===== src/rtl/if_id_buf_if.sv =====
// Purpose: fetch-to-decode buffer bus. Bundles the fetch push side, the decode
//          pop side, the flush request and the occupancy report.
// Signals:
//   if_valid_i/if_pc_i/if_inst_i  fetch offers a {pc, inst} pair
//   if_ready_o                    buffer can take a push this cycle
//   id_valid_o/id_pc_o/id_inst_o  head entry presented to decode
//   id_ready_i                    decode consumes the head entry
//   flush_i                       discard all buffered entries
//   count_o                       current occupancy, 0..DEPTH
// Modports: slave = buffer side, master = fetch/decode environment side.
interface if_id_buf_if #(
  parameter int unsigned ADDR_W = 32,
  parameter int unsigned INST_W = 32,
  parameter int unsigned DEPTH  = 2
) ();
  localparam int unsigned CNT_W = $clog2(DEPTH) + 1;

  logic              if_valid_i;
  logic [ADDR_W-1:0] if_pc_i;
  logic [INST_W-1:0] if_inst_i;
  logic              if_ready_o;
  logic              id_valid_o;
  logic [ADDR_W-1:0] id_pc_o;
  logic [INST_W-1:0] id_inst_o;
  logic              id_ready_i;
  logic              flush_i;
  logic [CNT_W-1:0]  count_o;

  modport slave (
    input  if_valid_i, if_pc_i, if_inst_i, id_ready_i, flush_i,
    output if_ready_o, id_valid_o, id_pc_o, id_inst_o, count_o
  );

  modport master (
    output if_valid_i, if_pc_i, if_inst_i, id_ready_i, flush_i,
    input  if_ready_o, id_valid_o, id_pc_o, id_inst_o, count_o
  );
endinterface


===== src/rtl/if_id_buf.sv =====
// Purpose: circular buffer between instruction fetch and decode with
//          valid/ready handshakes on both sides and a flush for taken branches.
// Ports:
//   clk  rising-edge clock
//   rst  asynchronous active-high reset
//   bus  if_id_buf_if.slave (fetch push, decode pop, flush, occupancy)
// Notes: if_ready_o depends only on the registered count, so a full buffer
//        never passes a word through in the same cycle as a pop. Decode
//        outputs come straight from storage, never from the fetch inputs.
module if_id_buf #(
  parameter int unsigned ADDR_W = 32,
  parameter int unsigned INST_W = 32,
  parameter int unsigned DEPTH  = 2
) (
  input  logic        clk,
  input  logic        rst,
  if_id_buf_if.slave  bus
);
  localparam int unsigned PTR_W = (DEPTH > 1) ? $clog2(DEPTH) : 1;
  localparam int unsigned CNT_W = $clog2(DEPTH) + 1;

  logic [ADDR_W-1:0] r_pc_mem   [DEPTH];
  logic [INST_W-1:0] r_inst_mem [DEPTH];
  logic [PTR_W-1:0]  r_rd_ptr;
  logic [PTR_W-1:0]  r_wr_ptr;
  logic [CNT_W-1:0]  r_count;

  logic w_full;
  logic w_empty;
  logic w_push;
  logic w_pop;

  assign w_full  = (r_count == CNT_W'(DEPTH));
  assign w_empty = (r_count == '0);
  // Flush overrides both sides, so the fetched word that cycle is dropped.
  assign w_push  = bus.if_valid_i & ~w_full  & ~bus.flush_i;
  assign w_pop   = bus.id_ready_i & ~w_empty & ~bus.flush_i;

  // Pointer and occupancy update; DEPTH is a power of two so pointers wrap naturally.
  always_ff @(posedge clk or posedge rst) begin
    if (rst) begin
      r_rd_ptr <= '0;
      r_wr_ptr <= '0;
      r_count  <= '0;
      for (int i = 0; i < int'(DEPTH); i++) begin
        r_pc_mem[i]   <= '0;
        r_inst_mem[i] <= '0;
      end
    end else if (bus.flush_i) begin
      r_rd_ptr <= '0;
      r_wr_ptr <= '0;
      r_count  <= '0;
    end else begin
      if (w_push) begin
        r_pc_mem[r_wr_ptr]   <= bus.if_pc_i;
        r_inst_mem[r_wr_ptr] <= bus.if_inst_i;
        r_wr_ptr             <= r_wr_ptr + PTR_W'(1);
      end
      if (w_pop) begin
        r_rd_ptr <= r_rd_ptr + PTR_W'(1);
      end
      if (w_push && !w_pop) begin
        r_count <= r_count + CNT_W'(1);
      end else if (w_pop && !w_push) begin
        r_count <= r_count - CNT_W'(1);
      end
    end
  end

  // Decode side sees zeros when empty so a stray consume decodes as a NOP.
  assign bus.if_ready_o = ~w_full;
  assign bus.id_valid_o = ~w_empty;
  assign bus.id_pc_o    = w_empty ? '0 : r_pc_mem[r_rd_ptr];
  assign bus.id_inst_o  = w_empty ? '0 : r_inst_mem[r_rd_ptr];
  assign bus.count_o    = r_count;
endmodule


===== src/flat_wrapper.sv =====
// flat-port wrapper written by rule: the top's interface ports become plain ports
module if_id_buf_flat 
#(
  parameter int unsigned ADDR_W = 32,
  parameter int unsigned INST_W = 32,
  parameter int unsigned DEPTH  = 2
)
  (clk, rst, bus_if_valid_i, bus_if_pc_i, bus_if_inst_i, bus_id_ready_i, bus_flush_i, bus_if_ready_o, bus_id_valid_o, bus_id_pc_o, bus_id_inst_o, bus_count_o);
  if_id_buf_if #(.ADDR_W(ADDR_W), .INST_W(INST_W), .DEPTH(DEPTH)) bus_i ();
  input  logic clk;
  input  logic rst;
  input wire logic [$bits(bus_i.if_valid_i)-1:0] bus_if_valid_i;
  input wire logic [$bits(bus_i.if_pc_i)-1:0] bus_if_pc_i;
  input wire logic [$bits(bus_i.if_inst_i)-1:0] bus_if_inst_i;
  input wire logic [$bits(bus_i.id_ready_i)-1:0] bus_id_ready_i;
  input wire logic [$bits(bus_i.flush_i)-1:0] bus_flush_i;
  output wire logic [$bits(bus_i.if_ready_o)-1:0] bus_if_ready_o;
  output wire logic [$bits(bus_i.id_valid_o)-1:0] bus_id_valid_o;
  output wire logic [$bits(bus_i.id_pc_o)-1:0] bus_id_pc_o;
  output wire logic [$bits(bus_i.id_inst_o)-1:0] bus_id_inst_o;
  output wire logic [$bits(bus_i.count_o)-1:0] bus_count_o;
  assign bus_i.if_valid_i = bus_if_valid_i;
  assign bus_i.if_pc_i = bus_if_pc_i;
  assign bus_i.if_inst_i = bus_if_inst_i;
  assign bus_i.id_ready_i = bus_id_ready_i;
  assign bus_i.flush_i = bus_flush_i;
  assign bus_if_ready_o = bus_i.if_ready_o;
  assign bus_id_valid_o = bus_i.id_valid_o;
  assign bus_id_pc_o = bus_i.id_pc_o;
  assign bus_id_inst_o = bus_i.id_inst_o;
  assign bus_count_o = bus_i.count_o;
  if_id_buf #(.ADDR_W(ADDR_W), .INST_W(INST_W), .DEPTH(DEPTH)) u_core (.clk(clk), .rst(rst), .bus(bus_i));
endmodule

===== config.mk =====
export PLATFORM = sky130hd
export DESIGN_NAME = if_id_buf_flat
export DESIGN_NICKNAME = d
export VERILOG_FILES = /design/src/rtl/if_id_buf_if.sv /design/src/rtl/if_id_buf.sv /design/src/flat_wrapper.sv
export SDC_FILE = /design/constraint.sdc
export NUM_CORES = 1
export LEC_CHECK = 0
export ABC_AREA = 1
export BUFFER_PORTS_ARGS = -buffer_cell sky130_fd_sc_hd__buf_4
export CAP_MARGIN = 20
export CORE_MARGIN = 8
export CORE_UTILIZATION = 45
export CTS_CLUSTER_DIAMETER = 80
export DETAILED_ROUTE_END_ITERATION = 8
export PLACE_DENSITY_LB_ADDON = 0.2
export SYNTH_ARGS = -nofsm -noshare
export SYNTH_HDL_FRONTEND = slang
export SYNTH_SLANG_ARGS = --single-unit

===== constraint.sdc =====
create_clock -name clk -period 9.7 [get_ports clk]
set_clock_uncertainty 0.2 [all_clocks]
set_input_delay 0 -clock clk [delete_from_list [all_inputs] [get_ports clk]]
set_output_delay 0 -clock clk [all_outputs]
set_load 0.1 [all_outputs]

==> results_dict.tcl <==
set metrics [dict create \
    outcome "complete, no violations" \
    fmaxAchievable_mhz 357 \
    cts_buffers 17 \
    critPathLaunch "u_core.bus.count_o[1]" \
    grt_max_degree 129 \
    wire_per_inst_um 15.0 \
    syn_area_per_cell_um2 8.37 \
    r2r_end "u_core.bus.count_o[1]" \
    avgViaCountPerCell 4.99 \
    crit_chain "inv_1, nand2_1, nand2_1, inv_1, nor2_1, a21oi_1, dlygate4sd3_1, nand2_1, nand2_1, dlygate4sd3_1" \
    io_buffers 136 \
    cts_max_level 4 \
    drive_above_1_share 0.252 \
    cts.clk_slew.worst_paths_ps 60 \
    drtIter0Drc 551 \
    rows 42 \
    final_core_util 0.647 \
    r2r-start "u_core.bus.count_o[1]" \
    criticalPathCategory "flip-flop to flip-flop" \
    layout.nets 985 \
    hold_path_class "input port to async pin" \
    slowest_stage "dlygate4sd3_1" \
    grt_use_total 0.192 \
    reg2reg_slack_ps 6900 \
    ys_warn_count 0 \
    critPathBufInv 4 \
    top_usage_layer "met2" \
    place_hpwl_mm 9.58 \
    antenna_found_initial 1 \
    synth_fp_nets 799 \
    dieWidth_um 133 \
    drt_wl_total_mm 16.6 \
    critPathMaxStageDelay_ps 590 \
    die_area_um2 17600 \
    synth_cell_types 19 \
    start_kind "flip-flop" \
    crit_cells 10 \
    required_ps 9850 \
    initial_core_util 0.461 \
    fin_tns_setup_ps 0 \
    globalRouteOverflowTotal 0 \
    worst_slew_pin_slew_ps 858 \
    first_pass_iters 5 \
    synth_top_cell_area_share 0.541 \
    grt_pass1_vias 5605 \
    r2r_cells 10 \
    layout_commonest_cell "nand2_1" \
    core-area_um2 13200 \
    cts_tree "built" \
    clk_latency_ps 410 \
    clockBufferDepth 2 \
    area_delta_synth_final_pct 40.2 \
    vias 5515 \
    synth_seq_cells 132 \
    worst-path-max-fanout 7 \
    cp-endpoint "u_core.bus.count_o[1]" \
    final_cell_mix "272 x nand2_1, 141 x buf_4, 131 x dfrtp_1" \
    grt_pass1_wl_mm 27.6 \
    cts_root_buffer "clkbuf_16" \
    yosysSeqAreaShare 0.541 \
    setup_viol 0 \
    synthCells 730 \
    syn_area_um2 6110 \
    relSlewSlack 0.426 \
    fin_crit_ps 2800 \
    die_y_um 133 \
    yosys-top-cells-area "dfrtp_1 54%, nand2_1 17%, o21ai_2 7.2%" \
    crit_family "buffers and inverters" \
    period_share 0.289 \
    cp-end-kind "flip-flop" \
    cp.arrival_ps 2960 \
    rsz0062_at_grt "no" \
    ant_nets 0 \
    io_pins 137 \
    met1_usage 0.232 \
    drc_errors 0 \
    slew_violations 0 \
    use_met2 0.312 \
    cts.repair.resized 0 \
    post-cts-setup-buffers 0 \
    cts.sinks 132 \
    crit_top_cell "nand2_1" \
    grt_use_met3 0.0549 \
    yosysTopAreaCell "dfrtp_1" \
    gp_congestion 0.742 \
    maxCapViolCount 0 \
    finalHoldViolCount 0 \
]
-- synthesized netlist by cell type --
| master | count |
|---|---|
| inv_2 | 1 |
| dfrtp_1 | 132 |
| nand3_2 | 1 |
| buf_2 | 8 |
| o21ai_1 | 14 |
| nand3b_1 | 1 |
| or2_4 | 1 |
| buf_6 | 13 |
| o21ai_2 | 50 |
| inv_1 | 71 |
| nand2_2 | 1 |
| nand2_1 | 273 |
| nor2_1 | 2 |
| buf_1 | 2 |
| nand3_1 | 3 |
| clkbuf_2 | 1 |
| o21ai_0 | 65 |
| clkbuf_1 | 24 |
| a21oi_1 | 67 |
-- per-layer routing --
metal / wire [µm] / up-vias
met5: 0 / -
li1: - / 2669
met3: 1040 / 32
met2: 8090 / 194
met1: 7120 / 2620
met4: 391 / 0
-- kinds of logic (layout without fill, tap and decap cells) --
logic type / Yosys count / in the layout / share of synthesized area
buf+inv: 120 / 319 / 0.0915
simple gates: 282 / 282 / 0.177
flops: 132 / 132 / 0.541
other cells: 0 / 1 / 0
compound gates: 196 / 196 / 0.191
-- layout make-up --
type                       instances  area (µm²)
fill                            1082        4670
sequential                       132        3300
multi-input combinational        478        2260
timing repair buffer             215        1830
clock buffer                      18         439
inverter                          72         273
clock inverter                    14         233
tap                              176         220
antenna                            1        2.50
-- stage by stage --
stage,area (µm²),hold slack [ps],setup slack (ps),std cells
final,8570,109,6900,1106
after global routing,8570,197,6750,1106
after CTS,8510,137,6940,1103
after detailed placement,7120,23.3,6980,999
after global placement,7120,6.15,7100,999
after floorplan,6110,-55.2,5970,730
-- what timing repair did --
| action | in CTS | in global routing |
|---|---|---|
| hold endpoints to repair | 196 | 0 |
| hold buffers | 72 | 0 |
| setup endpoints to repair | 0 | 0 |
-- worst min path at each step --
stage / startpoint / endpoint / slack (ps) / depth (start not counted)
2_1_floorplan: bus_if_pc_i[3] / u_core.r_pc_mem[35] / -60 / 2
3_3_place_gp: rst / u_core.r_pc_mem[6] / 6 / 2
3_5_place_dp: rst / u_core.r_pc_mem[2] / 20 / 2
4_1_cts: rst / u_core.r_inst_mem[62] / 140 / 3
5_1_grt: rst / u_core.r_pc_mem[8] / 200 / 3
6_report: rst / u_core.r_pc_mem[3] / 110 / 3
-- state kept, by name, indices dropped and copies added (netlist names) --
register            count
u_core.r_wr_ptr         1
u_core.r_pc_mem        64
u_core.bus.count_o      2
u_core.r_rd_ptr         1
u_core.r_inst_mem      64
-- worst min-delay path: cells and delay by family --
| kind | cells | cell delay (ps) |
|---|---|---|
| buf+inv | 3 | 1240 |
Power is left out: the tool's default activity adds up to more than one toggle a clock period on the data nets, which glitch-free logic cannot reach.
